<file path="src/rtl/bcd_scan_counter.sv">
// -----------------------------------------------------------------------------
// bcd_scan_counter
//
// Four-digit BCD up/down counter with a time-multiplexed digit scanner that
// feeds a 7447-style BCD-to-seven-segment decoder. Each scan slot presents one
// digit's BCD code and drives the matching active-low digit select. Blanked
// digits are presented as 4'b1111, which the decoder renders dark.
//
// Parameters:
//   SCAN_DIV  clock cycles each digit stays selected (1..65535)
//   LZ_BLANK  1 = blank leading zeros, 0 = always show all four digits
//
// Ports:
//   clk        in   rising-edge clock
//   rst        in   asynchronous active-high reset
//   countEn    in   one count step per clock while high
//   upDown     in   1 = increment, 0 = decrement
//   load       in   synchronous load of loadValue (priority over countEn)
//   loadValue  in   four BCD nibbles, [3:0] = least-significant digit
//   count      out  registered BCD count, [3:0] = least-significant digit
//   carry      out  registered one-cycle pulse on wrap in either direction
//   digitBcd   out  BCD code of the scanned digit, 4'b1111 when blanked
//   digitSel   out  active-low one-cold digit select, bit i selects digit i
// -----------------------------------------------------------------------------
module bcd_scan_counter #(
    parameter int unsigned SCAN_DIV = 1000,
    parameter bit          LZ_BLANK = 1'b1
) (
    input  logic        clk,
    input  logic        rst,
    input  logic        countEn,
    input  logic        upDown,
    input  logic        load,
    input  logic [15:0] loadValue,
    output logic [15:0] count,
    output logic        carry,
    output logic [3:0]  digitBcd,
    output logic [3:0]  digitSel
);

    localparam logic [15:0] PRESCALE_LAST = 16'(SCAN_DIV - 32'd1);

    // Clamp every nibble above 9 down to 9 so the count never holds a non-BCD digit.
    function automatic logic [15:0] clampBcd(input logic [15:0] value);
        logic [15:0] result;
        result = value;
        for (int i = 0; i < 4; i++) begin
            if (value[i*4 +: 4] > 4'd9) begin
                result[i*4 +: 4] = 4'd9;
            end else begin
                result[i*4 +: 4] = value[i*4 +: 4];
            end
        end
        return result;
    endfunction

    // One BCD step with ripple; bit 16 of the result is set when all four
    // digits rippled, i.e. the counter wrapped 9999->0000 or 0000->9999.
    function automatic logic [16:0] bcdStep(input logic [15:0] value, input logic up);
        logic [15:0] result;
        logic        ripple;
        logic [3:0]  digit;
        result = value;
        ripple = 1'b1;
        for (int i = 0; i < 4; i++) begin
            digit = value[i*4 +: 4];
            if (ripple) begin
                if (up) begin
                    if (digit == 4'd9) begin
                        result[i*4 +: 4] = 4'd0;
                    end else begin
                        result[i*4 +: 4] = digit + 4'd1;
                        ripple           = 1'b0;
                    end
                end else begin
                    if (digit == 4'd0) begin
                        result[i*4 +: 4] = 4'd9;
                    end else begin
                        result[i*4 +: 4] = digit - 4'd1;
                        ripple           = 1'b0;
                    end
                end
            end else begin
                result[i*4 +: 4] = digit;
            end
        end
        return {ripple, result};
    endfunction

    logic [15:0] count_r;
    logic        carry_r;
    logic [15:0] nextCount_s;
    logic        nextCarry_s;
    logic [16:0] stepResult_s;

    logic [15:0] prescale_r;
    logic [1:0]  scanIdx_r;
    logic [3:0]  digitSel_r;

    logic [3:0]  curDigit_s;
    logic [3:0]  blank_s;

    // Next count/carry: load beats counting, idle holds and clears carry.
    always_comb begin
        nextCount_s  = count_r;
        nextCarry_s  = 1'b0;
        stepResult_s = bcdStep(count_r, upDown);
        if (load) begin
            nextCount_s = clampBcd(loadValue);
            nextCarry_s = 1'b0;
        end else if (countEn) begin
            nextCount_s = stepResult_s[15:0];
            nextCarry_s = stepResult_s[16];
        end else begin
            nextCount_s = count_r;
            nextCarry_s = 1'b0;
        end
    end

    // Count and carry registers.
    always_ff @(posedge clk or posedge rst) begin
        if (rst) begin
            count_r <= 16'h0000;
            carry_r <= 1'b0;
        end else begin
            count_r <= nextCount_s;
            carry_r <= nextCarry_s;
        end
    end

    // Free-running prescaler and scan index; the select pattern is kept as a
    // rotating one-cold register so it always equals ~(1 << scanIdx_r).
    always_ff @(posedge clk or posedge rst) begin
        if (rst) begin
            prescale_r <= 16'd0;
            scanIdx_r  <= 2'd0;
            digitSel_r <= 4'b1110;
        end else if (prescale_r == PRESCALE_LAST) begin
            prescale_r <= 16'd0;
            scanIdx_r  <= scanIdx_r + 2'd1;
            digitSel_r <= {digitSel_r[2:0], digitSel_r[3]};
        end else begin
            prescale_r <= prescale_r + 16'd1;
            scanIdx_r  <= scanIdx_r;
            digitSel_r <= digitSel_r;
        end
    end

    // Leading-zero mask: digit i blanks when it and all higher digits are zero.
    // Digit 0 is never blanked so a zero count still shows one "0".
    always_comb begin
        blank_s    = 4'b0000;
        blank_s[3] = LZ_BLANK && (count_r[15:12] == 4'd0);
        blank_s[2] = blank_s[3] && (count_r[11:8] == 4'd0);
        blank_s[1] = blank_s[2] && (count_r[7:4] == 4'd0);
        blank_s[0] = 1'b0;
    end

    // Digit presented to the decoder, taken straight from the live count.
    always_comb begin
        curDigit_s = 4'h0;
        digitBcd   = 4'h0;
        case (scanIdx_r)
            2'd0:    curDigit_s = count_r[3:0];
            2'd1:    curDigit_s = count_r[7:4];
            2'd2:    curDigit_s = count_r[11:8];
            2'd3:    curDigit_s = count_r[15:12];
            default: curDigit_s = 4'h0;
        endcase
        if (blank_s[scanIdx_r]) begin
            digitBcd = 4'b1111;
        end else begin
            digitBcd = curDigit_s;
        end
    end

    assign count    = count_r;
    assign carry    = carry_r;
    assign digitSel = digitSel_r;

endmodule

</file>
<file path="config.mk">
export PLATFORM = sky130hd
export DESIGN_NAME = bcd_scan_counter
export DESIGN_NICKNAME = d
export VERILOG_FILES = /design/src/rtl/bcd_scan_counter.sv
export SDC_FILE = /design/constraint.sdc
export NUM_CORES = 1
export LEC_CHECK = 0
export CAP_MARGIN = 20
export CORE_ASPECT_RATIO = 0.8
export CORE_MARGIN = 5
export CORE_UTILIZATION = 53
export CTS_CLUSTER_DIAMETER = 120
export CTS_CLUSTER_SIZE = 40
export DETAILED_ROUTE_END_ITERATION = 7
export PLACE_DENSITY = 0.8
export SLEW_MARGIN = 0
export SYNTH_ARGS = -nofsm -noshare
export SYNTH_HDL_FRONTEND = slang
export SYNTH_SLANG_ARGS = --single-unit
</file>
<file path="constraint.sdc">
create_clock -name clk -period 4.3 [get_ports clk]
set_input_delay 1.29 -clock clk [delete_from_list [all_inputs] [get_ports clk]]
set_output_delay 1.29 -clock clk [all_outputs]
set_load 0.03 [all_outputs]
</file>
== Word-level counts from Yosys, hierarchy flattened ==
Index checks and enable logic that the tools add are counted.
W data, S select, Z words.

* Order comparisons: 5
* Shift-type cells: 0
* Multipliers: 0
* Muxes and demuxes: 43
* Bitwise logic cells: 0
* Reduce and logical (&&, ||, !) cells: 14
* Add/sub/neg operators: 10
* Equality and inequality tests: 8
* Div/mod/pow operators: 0

{| class="wikitable"
|+ Operators with widths
! operator !! count
|-
| $mux W4 || 20
|-
| $mux W16 || 3
|-
| $mux W1 || 18
|-
| $add A16 B1 Y16 const B || 1
|-
| $add A4 B1 Y4 const B || 4
|-
| $eq A16 B10 Y1 const B || 1
|-
| $eq A4 B4 Y1 const B || 4
|-
| $gt A4 B4 Y1 const B || 4
|-
| $logic_not A4 Y1 || 4
|-
| $pmux W4 S4 || 1
|-
| $sub A4 B1 Y4 const B || 4
|-
| $reduce_bool A2 Y1 || 4
|-
| $reduce_and A2 Y1 || 3
|-
| $eq A2 B2 Y1 const B || 2
|-
| $lt A2 B3 Y1 const B || 1
|-
| $add A2 B1 Y2 const B || 1
|-
| $bmux W1 S2 || 1
|-
| $eq A2 B1 Y1 const B || 1
|-
| $logic_and A1 B1 Y1 || 2
|-
| $logic_not A2 Y1 || 1
|}

* Memories: 0
* Bits in writable memories: 0
* ROM bits: 0
* Word-level logic and storage cells: 88
* Input port bits: 21
* Bits in registers: 39
* Bits in latches: 0
* Output and inout bits: 25

== Depth between registers and ports, before layout ==
Gate-level depths: netlist (run 1).

* Depth in word-level cells: 8
* Depth in mapped cells: 7
* Depth with buffers taken out: 6

== Least setup slack after synthesis (run 1) ==
Ideal clock, no wire load.

* Path kind: register -> output
* From: reg count_r[10], in the netlist count[10]
* To: out digitBcd[2]
* Data arrival time: 1.691 ns
* Path buffers: 1
* Setup slack: 1.319 ns
* Cell stages (with the launch flop): 7
* Data required time: 3.010 ns
* Cell sequence: dfrtp_1 > clkbuf_1 > nor4_1 > a21oi_1 > o21ai_0 > nand2_1 > nand2_1

* Cells in the longest elaborated chain, start to end: 6
* Elaborated cells on any way between the ends: 7
* Those cells by class: 4 x mux; 3 x reduce/logical

{| class="wikitable"
|+ RTL lines
! what !! line !! source
|-
| from (decl) || 90 || <nowiki>logic [15:0] count_r;</nowiki>
|-
| from (signal assigned) || 126 || <nowiki>count_r <= nextCount_s;</nowiki>
|-
| $logic_not A4 Y1 || 154 || <nowiki>blank_s[2] = blank_s[3] && (count_r[11:8] == 4'd0);</nowiki>
|-
| $logic_and A1 B1 Y1 || 154 ||
|-
| $logic_and A1 B1 Y1 || 155 || <nowiki>blank_s[1] = blank_s[2] && (count_r[7:4] == 4'd0);</nowiki>
|-
| $bmux W1 S2 || 170 || <nowiki>if (blank_s[scanIdx_r]) begin</nowiki>
|-
| $mux W1 (implied by the code) || 170 ||
|-
| $mux W4 (*) || 170 ||
|-
| to (decl) || 37 || <nowiki>output logic [3:0] digitBcd,</nowiki>
|}

Every way passes the cells marked *; elsewhere a longest branch is shown, timed or not. The select of a mux whose other input is x is not followed.

== Final worst setup path (run 1) ==
* From: reg count_r[8], in the netlist count[8]
* To: out digitBcd[0]

Same word-level chain as after synthesis.

==> results_tabular.tex, run 1 <==
\begin{tabular}{lr}
\hline
Metric & Value \\
\hline
\multicolumn{2}{l}{\textbf{Global route}} \\
Largest net degree at the start of global routing & 40 \\
Total GRT Usage & 20.3\% \\
GR met3 Demand/Resource & 3.61\% \\
Most crowded layer after global routing & met2 \\
Via count of the first global-routing pass & 2262 \\
Number of antenna violations at the first check in global routing & 0 \\
Met1 routing resource usage after global routing & 28.9\% \\
Met2 Resource Use GR & 31.7\% \\
Global-route wire length before repair & 10.5 mm \\
Overflow left after global routing & 0 \\
\multicolumn{2}{l}{\textbf{STA}} \\
Worst slew margin & 43.8\% \\
Period utilisation layout & 90.7\% \\
Crit path time final & 3.90 ns \\
Worst hold slack & 0.481 ns \\
Maximum frequency from static timing analysis & 256 MHz \\
Worst Tran Pin Value & 0.837 ns \\
Number of hold-slack violations in the final timing report & 0 \\
Setup slack after layout & 0.399 ns \\
Worst setup skew after layout & 0.00451 ns \\
Max-slew violation count & 0 \\
Number of endpoints failing setup at the final stage & 0 \\
RSZ-0062 raised after global routing & false \\
Aggregate negative setup slack & 0 ns \\
\multicolumn{2}{l}{\textbf{Placed design}} \\
Total placed instance area & 3050 um2 \\
Last weighted congestion value of the routability-driven placer & 0.855 \\
DP HPWL & 4.22 mm \\
Pre-CTS worst setup slack & 0.758 ns \\
I/O Buffers & 45 \\
\multicolumn{2}{l}{\textbf{Cells and area}} \\
Area Overhead vs Synth & 20.8\% \\
Leading cell types in the layout, fill and taps excluded & clkdlybuf4s50\_1, dfrtp\_1, o21ai\_0, nand2\_1, nor2\_1 \\
Final instance area & 3140 um2 \\
Number of nets at the end of the flow & 355 \\
Multi-input logic area & 1500 um2 \\
Storage element area & 980 um2 \\
Number of diodes added for antenna fixing & 0 \\
Fraction of final layout cells with drive strength greater than 1 & 6.67\% \\
Most common cell after layout, fill and taps aside & clkdlybuf4s50\_1 \\
Filler cells & 396 \\
\multicolumn{2}{l}{\textbf{CTS}} \\
Hold-fix buffers at CTS & 0 \\
Clock latency on the worst-skew pair & 0.29 ns \\
Clock tree from TritonCTS & done \\
Clock buffer depth & 2 \\
Number of post-CTS setup repair buffers & 0 \\
Num Clock Sinks & 39 \\
Clock transition time at the flip-flop clock pins of the worst setup and hold paths & 0.08 ns \\
CTS root buffer & clkbuf\_8 \\
Number of buffers added by the clock tree synthesis step & 5 \\
H-Tree Level Count & 2 \\
Count of instances resized after the clock tree is built & 0 \\
\multicolumn{2}{l}{\textbf{Power}} \\
Leakage Power & 1.27 nW \\
Power density over the cells & 287 nW/um2 \\
Overall power after layout & 0.903 mW \\
Maximum vdd ir drop & 0.237 mV \\
\multicolumn{2}{l}{\textbf{Logic synthesis}} \\
Average cell area after synthesis & 8.79 um2 \\
Instance count of the mapped netlist & 296 \\
Synthesis Warnings & 0 \\
Synth unique cells & 56 \\
Area share of xor/xnor cells in the synthesized design & 8.75\% \\
Number of enable-type register cells in the synthesized netlist & 0 \\
Synth Area in Compound Gates & 17.5\% \\
Part of the Yosys area used for sequential elements & 37.7\% \\
Largest family of logic cells by synthesized area & simple AND/OR/NAND/NOR gates \\
Adder-Cell Fraction of Synth Area & 2.41\% \\
Post-Synthesis Cell Area & 2600 um2 \\
Flip-flop cell with the highest count after synthesis & dfrtp\_1 \\
Mux contribution to synthesized area & 5.19\% \\
Post-synth net total & 322 \\
Async set-or-reset flop fraction in the synthesized netlist & 100\% \\
Post-synthesis sequential element count & 39 \\
Post-synthesis share of cell area spent on and, or, nand and nor gates & 23.8\% \\
\multicolumn{2}{l}{\textbf{Critical path}} \\
Cell-by-cell trace of the critical path & nor4\_1, a21oi\_1, o21ai\_0, nand2\_1, nand2\_1, clkdlybuf4s50\_1 \\
Number of buffer and inverter stages on the critical path & 1 \\
Critical path class & flop to output pin \\
CP Capture Type & output pin \\
Largest stage delay on the critical path & 0.68 ns \\
Arrival time worst endpoint & 2.61 ns \\
Critical path startpoint category & flop \\
Library cell contributing the largest single delay on the critical path & clkdlybuf4s50\_1 \\
Top cell family by delay on the critical path & simple AND/OR/NAND/NOR gates \\
Worst EP required & 3.01 ns \\
Largest driver fanout on the critical path & 12 \\
Critical Path Most Common Cell & nand2\_1 \\
\multicolumn{2}{l}{\textbf{Floorplanning}} \\
Die Wd & 88.3 um \\
Rows & 22 \\
Effective utilization at floorplan & 55.6\% \\
Std-Cell Core Area & 4680 um2 \\
DIE HEIGHT & 72.7 um \\
Die footprint & 6420 um2 \\
Top-level port count & 46 \\
\multicolumn{2}{l}{\textbf{Min path}} \\
Path class of the lowest-slack min-delay path & flop to flop \\
\multicolumn{2}{l}{\textbf{Route}} \\
Routed len/inst & 15.2 um \\
DR DRC count & 0 \\
Vias & 2325 \\
Number of violations reported at the end of detailed-routing iteration 0 & 212 \\
Total wire length after detailed routing & 5.94 mm \\
Number of vias per cell after detailed routing & 5.96 \\
First-pass detailed-route iteration total & 5 \\
Final ANT Viol Nets & 0 \\
\multicolumn{2}{l}{\textbf{Outcome}} \\
Run status & finished clean \\
\multicolumn{2}{l}{\textbf{Flow run}} \\
Maxcap violations & 0 \\
\hline
\end{tabular}
[worst reg2reg max path, delay by kind of cell (launching register included)]
kind / cells / cell delay (ns)
and+or+nand+nor: 2 / 1.29
muxes: 1 / 0.40
DFF: 1 / 0.43
[final timing paths]
check                               startpoint             end  slack [ns]  depth (start not counted)
worst min register to register  prescale_r[15]  prescale_r[15]        0.48                          1
min in group asynchronous                  rst  prescale_r[15]        1.42                          3
worst max register to register  prescale_r[12]     digitSel[0]        2.06                          3
max in group asynchronous                  rst     digitSel[2]        2.53                          3
worst min-delay path            prescale_r[15]  prescale_r[15]        0.48                          1
worst max-delay path                  count[8]     digitBcd[0]        0.40                          6
[cells in the mapped netlist, types with 5 or more instances]
| cell | number | area share (%) |
|---|---|---|
| inv_1 | 5 | 0.72 |
| nor3_1 | 5 | 0.96 |
| a21oi_1 | 5 | 0.96 |
| xnor2_1 | 13 | 4.4 |
| and3_1 | 10 | 2.4 |
| xor2_1 | 13 | 4.4 |
| nor4_1 | 5 | 1.2 |
| dfrtp_1 | 36 | 35 |
| nand2_1 | 29 | 4.2 |
| ha_1 | 5 | 2.4 |
| nand3_1 | 14 | 2.7 |
| mux2i_1 | 9 | 3.5 |
| nor2b_1 | 5 | 1.2 |
| buf_2 | 8 | 1.5 |
| o21ai_0 | 31 | 6.0 |
| clkbuf_1 | 13 | 1.9 |
| nor2_1 | 21 | 3.0 |
[routing by layer]
layer | share of wire, % | up-vias
li1 | - | 1124
met1 | 47 | 1111
met2 | 45 | 82
met3 | 6.9 | 8
met4 | 1.1 | 0
met5 | 0 | -
[layout make-up]
type,count,area share (%)
multi-input combinational,229,47.7
inverter,5,0.597
clock buffer,5,2.19
clock inverter,3,0.637
sequential,39,31.2
timing repair buffer,49,15.3
tap,60,2.39
[registers in the layout, summed over array words and instances (netlist names)]
name	flops
count	16
digitSel	4
scanIdx_r	2
prescale_r	16
carry	1
[logic make-up after synthesis]
group                      count (synthesis)
and+or+nand+nor                          114
AOI/OAI and AO/OA                         71
DFF                                       39
buffers and inverters                     28
xor gates and xnor gates                  26
muxes                                     13
adders and majority gates                  5
[power breakdown]
group          switching [mW]  internal (mW)  total, mW
Combinational           0.120          0.105      0.225
Clock                   0.134          0.113      0.247
Sequential             0.0504          0.381      0.432
[per-stage QoR]
step                      cells  util [%]
after global routing        390      67.1
final                       390      67.1
after detailed placement    382      65.2
after global placement      382      65.2
after CTS                   390      67.1
after floorplan             296         -
(Power assumes the default switching activity.)
==> inputs of run 2 (changes only) <==
--- a/config.mk
+++ b/config.mk
@@ -5,7 +5,7 @@
 export SDC_FILE = /design/constraint.sdc
 export NUM_CORES = 1
 export LEC_CHECK = 0
-export CAP_MARGIN = 20
+export CAP_MARGIN = 5
 export CORE_ASPECT_RATIO = 0.8
 export CORE_MARGIN = 5
 export CORE_UTILIZATION = 53
==> results of run 2 <==
Final layout, timing and power as in run 1 (identical DEF).
==> inputs of run 3 (changes only) <==
--- a/config.mk
+++ b/config.mk
@@ -12,8 +12,8 @@
 export CTS_CLUSTER_DIAMETER = 120
 export CTS_CLUSTER_SIZE = 40
 export DETAILED_ROUTE_END_ITERATION = 7
-export PLACE_DENSITY = 0.8
-export SLEW_MARGIN = 0
+export DONT_BUFFER_PORTS = 1
+export PLACE_DENSITY = 0.68
 export SYNTH_ARGS = -nofsm -noshare
 export SYNTH_HDL_FRONTEND = slang
 export SYNTH_SLANG_ARGS = --single-unit
==> results_tabular.tex, run 3 (synthesized netlist as in run 1, its figures left out) <==
\begin{tabular}{lr}
\hline
Metric & Value \\
\hline
\multicolumn{2}{l}{\textbf{Outcome}} \\
Run status & finished clean \\
\multicolumn{2}{l}{\textbf{Critical path}} \\
Start point of the critical path & count[10] \\
Critical path startpoint category & flop \\
Critical Path Most Common Cell & nand2\_1 \\
Library cell contributing the largest single delay on the critical path & dfrtp\_1 \\
Largest stage delay on the critical path & 0.60 ns \\
CP Capture Type & output pin \\
Arrival time worst endpoint & 2.19 ns \\
Number of buffer and inverter stages on the critical path & 0 \\
Worst EP required & 3.01 ns \\
Critical path class & flop to output pin \\
Largest driver fanout on the critical path & 11 \\
Cell-by-cell trace of the critical path & nor4\_1, a21oi\_1, o21ai\_0, nand2\_1, nand2\_1 \\
Top cell family by delay on the critical path & simple AND/OR/NAND/NOR gates \\
RR Startpoint & count[0] \\
\multicolumn{2}{l}{\textbf{CTS}} \\
Num Clock Sinks & 39 \\
Clock latency on the worst-skew pair & 0.29 ns \\
Clock tree from TritonCTS & done \\
CTS root buffer & clkbuf\_8 \\
Number of buffers added by the clock tree synthesis step & 5 \\
H-Tree Level Count & 2 \\
Number of post-CTS setup repair buffers & 0 \\
Clock buffer depth & 2 \\
Count of instances resized after the clock tree is built & 0 \\
Hold-fix buffers at CTS & 0 \\
Clock transition time at the flip-flop clock pins of the worst setup and hold paths & 0.08 ns \\
\multicolumn{2}{l}{\textbf{Global route}} \\
Number of antenna violations at the first check in global routing & 0 \\
Overflow left after global routing & 0 \\
Via count of the first global-routing pass & 2043 \\
Largest net degree at the start of global routing & 35 \\
Total GRT Usage & 19.1\% \\
Global-route wire length before repair & 9.75 mm \\
\multicolumn{2}{l}{\textbf{Placed design}} \\
Last weighted congestion value of the routability-driven placer & 0.843 \\
Total instance count after detailed placement & 335 \\
I/O Buffers & 0 \\
DP HPWL & 4.00 mm \\
\multicolumn{2}{l}{\textbf{Power}} \\
Leakage Power & 1.10 nW \\
Logic gate share of total power & 13.5\% \\
Internal Dissipation & 0.609 mW \\
Clock power share & 34.2\% \\
Power density over the cells & 329 nW/um2 \\
Net load switching power & 0.278 mW \\
Power share of the sequential group & 52.3\% \\
Maximum vdd ir drop & 0.206 mV \\
Switching part of the total & 31.3\% \\
\multicolumn{2}{l}{\textbf{Floorplanning}} \\
Rows & 22 \\
Die Wd & 88.3 um \\
Std-Cell Core Area & 4680 um2 \\
Top-level port count & 46 \\
DIE HEIGHT & 72.7 um \\
Die footprint & 6420 um2 \\
Effective utilization at floorplan & 55.6\% \\
\multicolumn{2}{l}{\textbf{STA}} \\
Max-slew violation count & 0 \\
Number of hold-slack violations in the final timing report & 0 \\
Worst Tran Pin Value & 0.841 ns \\
Maximum frequency from static timing analysis & 287 MHz \\
Aggregate negative setup slack & 0 ns \\
Period utilisation layout & 80.9\% \\
Crit path time final & 3.48 ns \\
RSZ-0062 raised after global routing & false \\
Number of endpoints failing setup at the final stage & 0 \\
Worst setup skew after layout & 0.00623 ns \\
Worst slew margin & 43.5\% \\
\multicolumn{2}{l}{\textbf{Route}} \\
Total wire length after detailed routing & 5.63 mm \\
Number of vias per cell after detailed routing & 6.13 \\
Number of violations reported at the end of detailed-routing iteration 0 & 218 \\
Final ANT Viol Nets & 0 \\
First-pass detailed-route iteration total & 7 \\
Routed len/inst & 16.4 um \\
DR DRC count & 0 \\
Vias & 2104 \\
\multicolumn{2}{l}{\textbf{Cells and area}} \\
Most common cell after layout, fill and taps aside & dfrtp\_1 \\
Area Overhead vs Synth & 3.70\% \\
Number of nets at the end of the flow & 308 \\
Filler cells & 439 \\
Leading cell types in the layout, fill and taps excluded & dfrtp\_1, o21ai\_0, nand2\_1, nor2\_1, nand3\_1 \\
Multi-input logic area & 1500 um2 \\
Number of diodes added for antenna fixing & 0 \\
Fraction of final layout cells with drive strength greater than 1 & 6.71\% \\
Post-route insts no fill & 343 \\
Storage element area & 980 um2 \\
\multicolumn{2}{l}{\textbf{Flow run}} \\
Maxcap violations & 0 \\
\multicolumn{2}{l}{\textbf{Min path}} \\
Hold\_sp & prescale\_r[15] \\
Path class of the lowest-slack min-delay path & flop to flop \\
\hline
\end{tabular}
==> run 3: final timing paths <==
kind                             endpoint  slack, ns  cells after the start
max in group asynchronous     digitSel[3]       2.73                      2
min                        prescale_r[15]       0.47                      1
min reg2reg                prescale_r[15]       0.47                      1
max reg2reg                     count[14]       2.07                      6
max                           digitBcd[2]       0.82                      5
min in group asynchronous       count[10]       0.83                      1
==> run 3: metal layers <==
layer | track usage [%] | up-vias | part of all wire [%]
met1 | 28.1 | 984 | 47
met4 | 6.21 | 0 | 1.6
li1 | - | 1027 | -
met3 | 5.64 | 10 | 8.8
met2 | 26.8 | 83 | 42
met5 | 0 | - | 0
==> run 3: area by class of cell <==
cell class / instances / share of cell area [%]
repair buffers: 2 / 0.557
multi-input cells: 229 / 55.6
well taps: 60 / 2.78
clock buffers: 6 / 2.69
clock inverters: 2 / 1.39
inverters: 5 / 0.696
flip-flops and latches: 39 / 36.3
==> run 3: power by group through the flow <==
stage               Clock [mW]  Sequential, mW  Combinational [mW]
finish                   0.304           0.464               0.120
global route             0.327           0.471               0.137
floorplan                    0           0.435               0.140
detailed placement           0           0.471               0.120
CTS                      0.313           0.464               0.121
global placement             0           0.471               0.118
==> run 3: through the flow <==
stage	utilization (%)	instance area [um2]	hold WS [ns]	worst slack [ns]	power (mW)
after floorplan	-	2600	0.447	1.32	0.575
after global placement	55.3	2590	0.468	1.15	0.589
after detailed placement	55.3	2590	0.468	1.15	0.591
after CTS	57.6	2700	0.484	0.813	0.897
after global routing	57.6	2700	0.497	0.629	0.935
final	57.6	2700	0.474	0.821	0.887
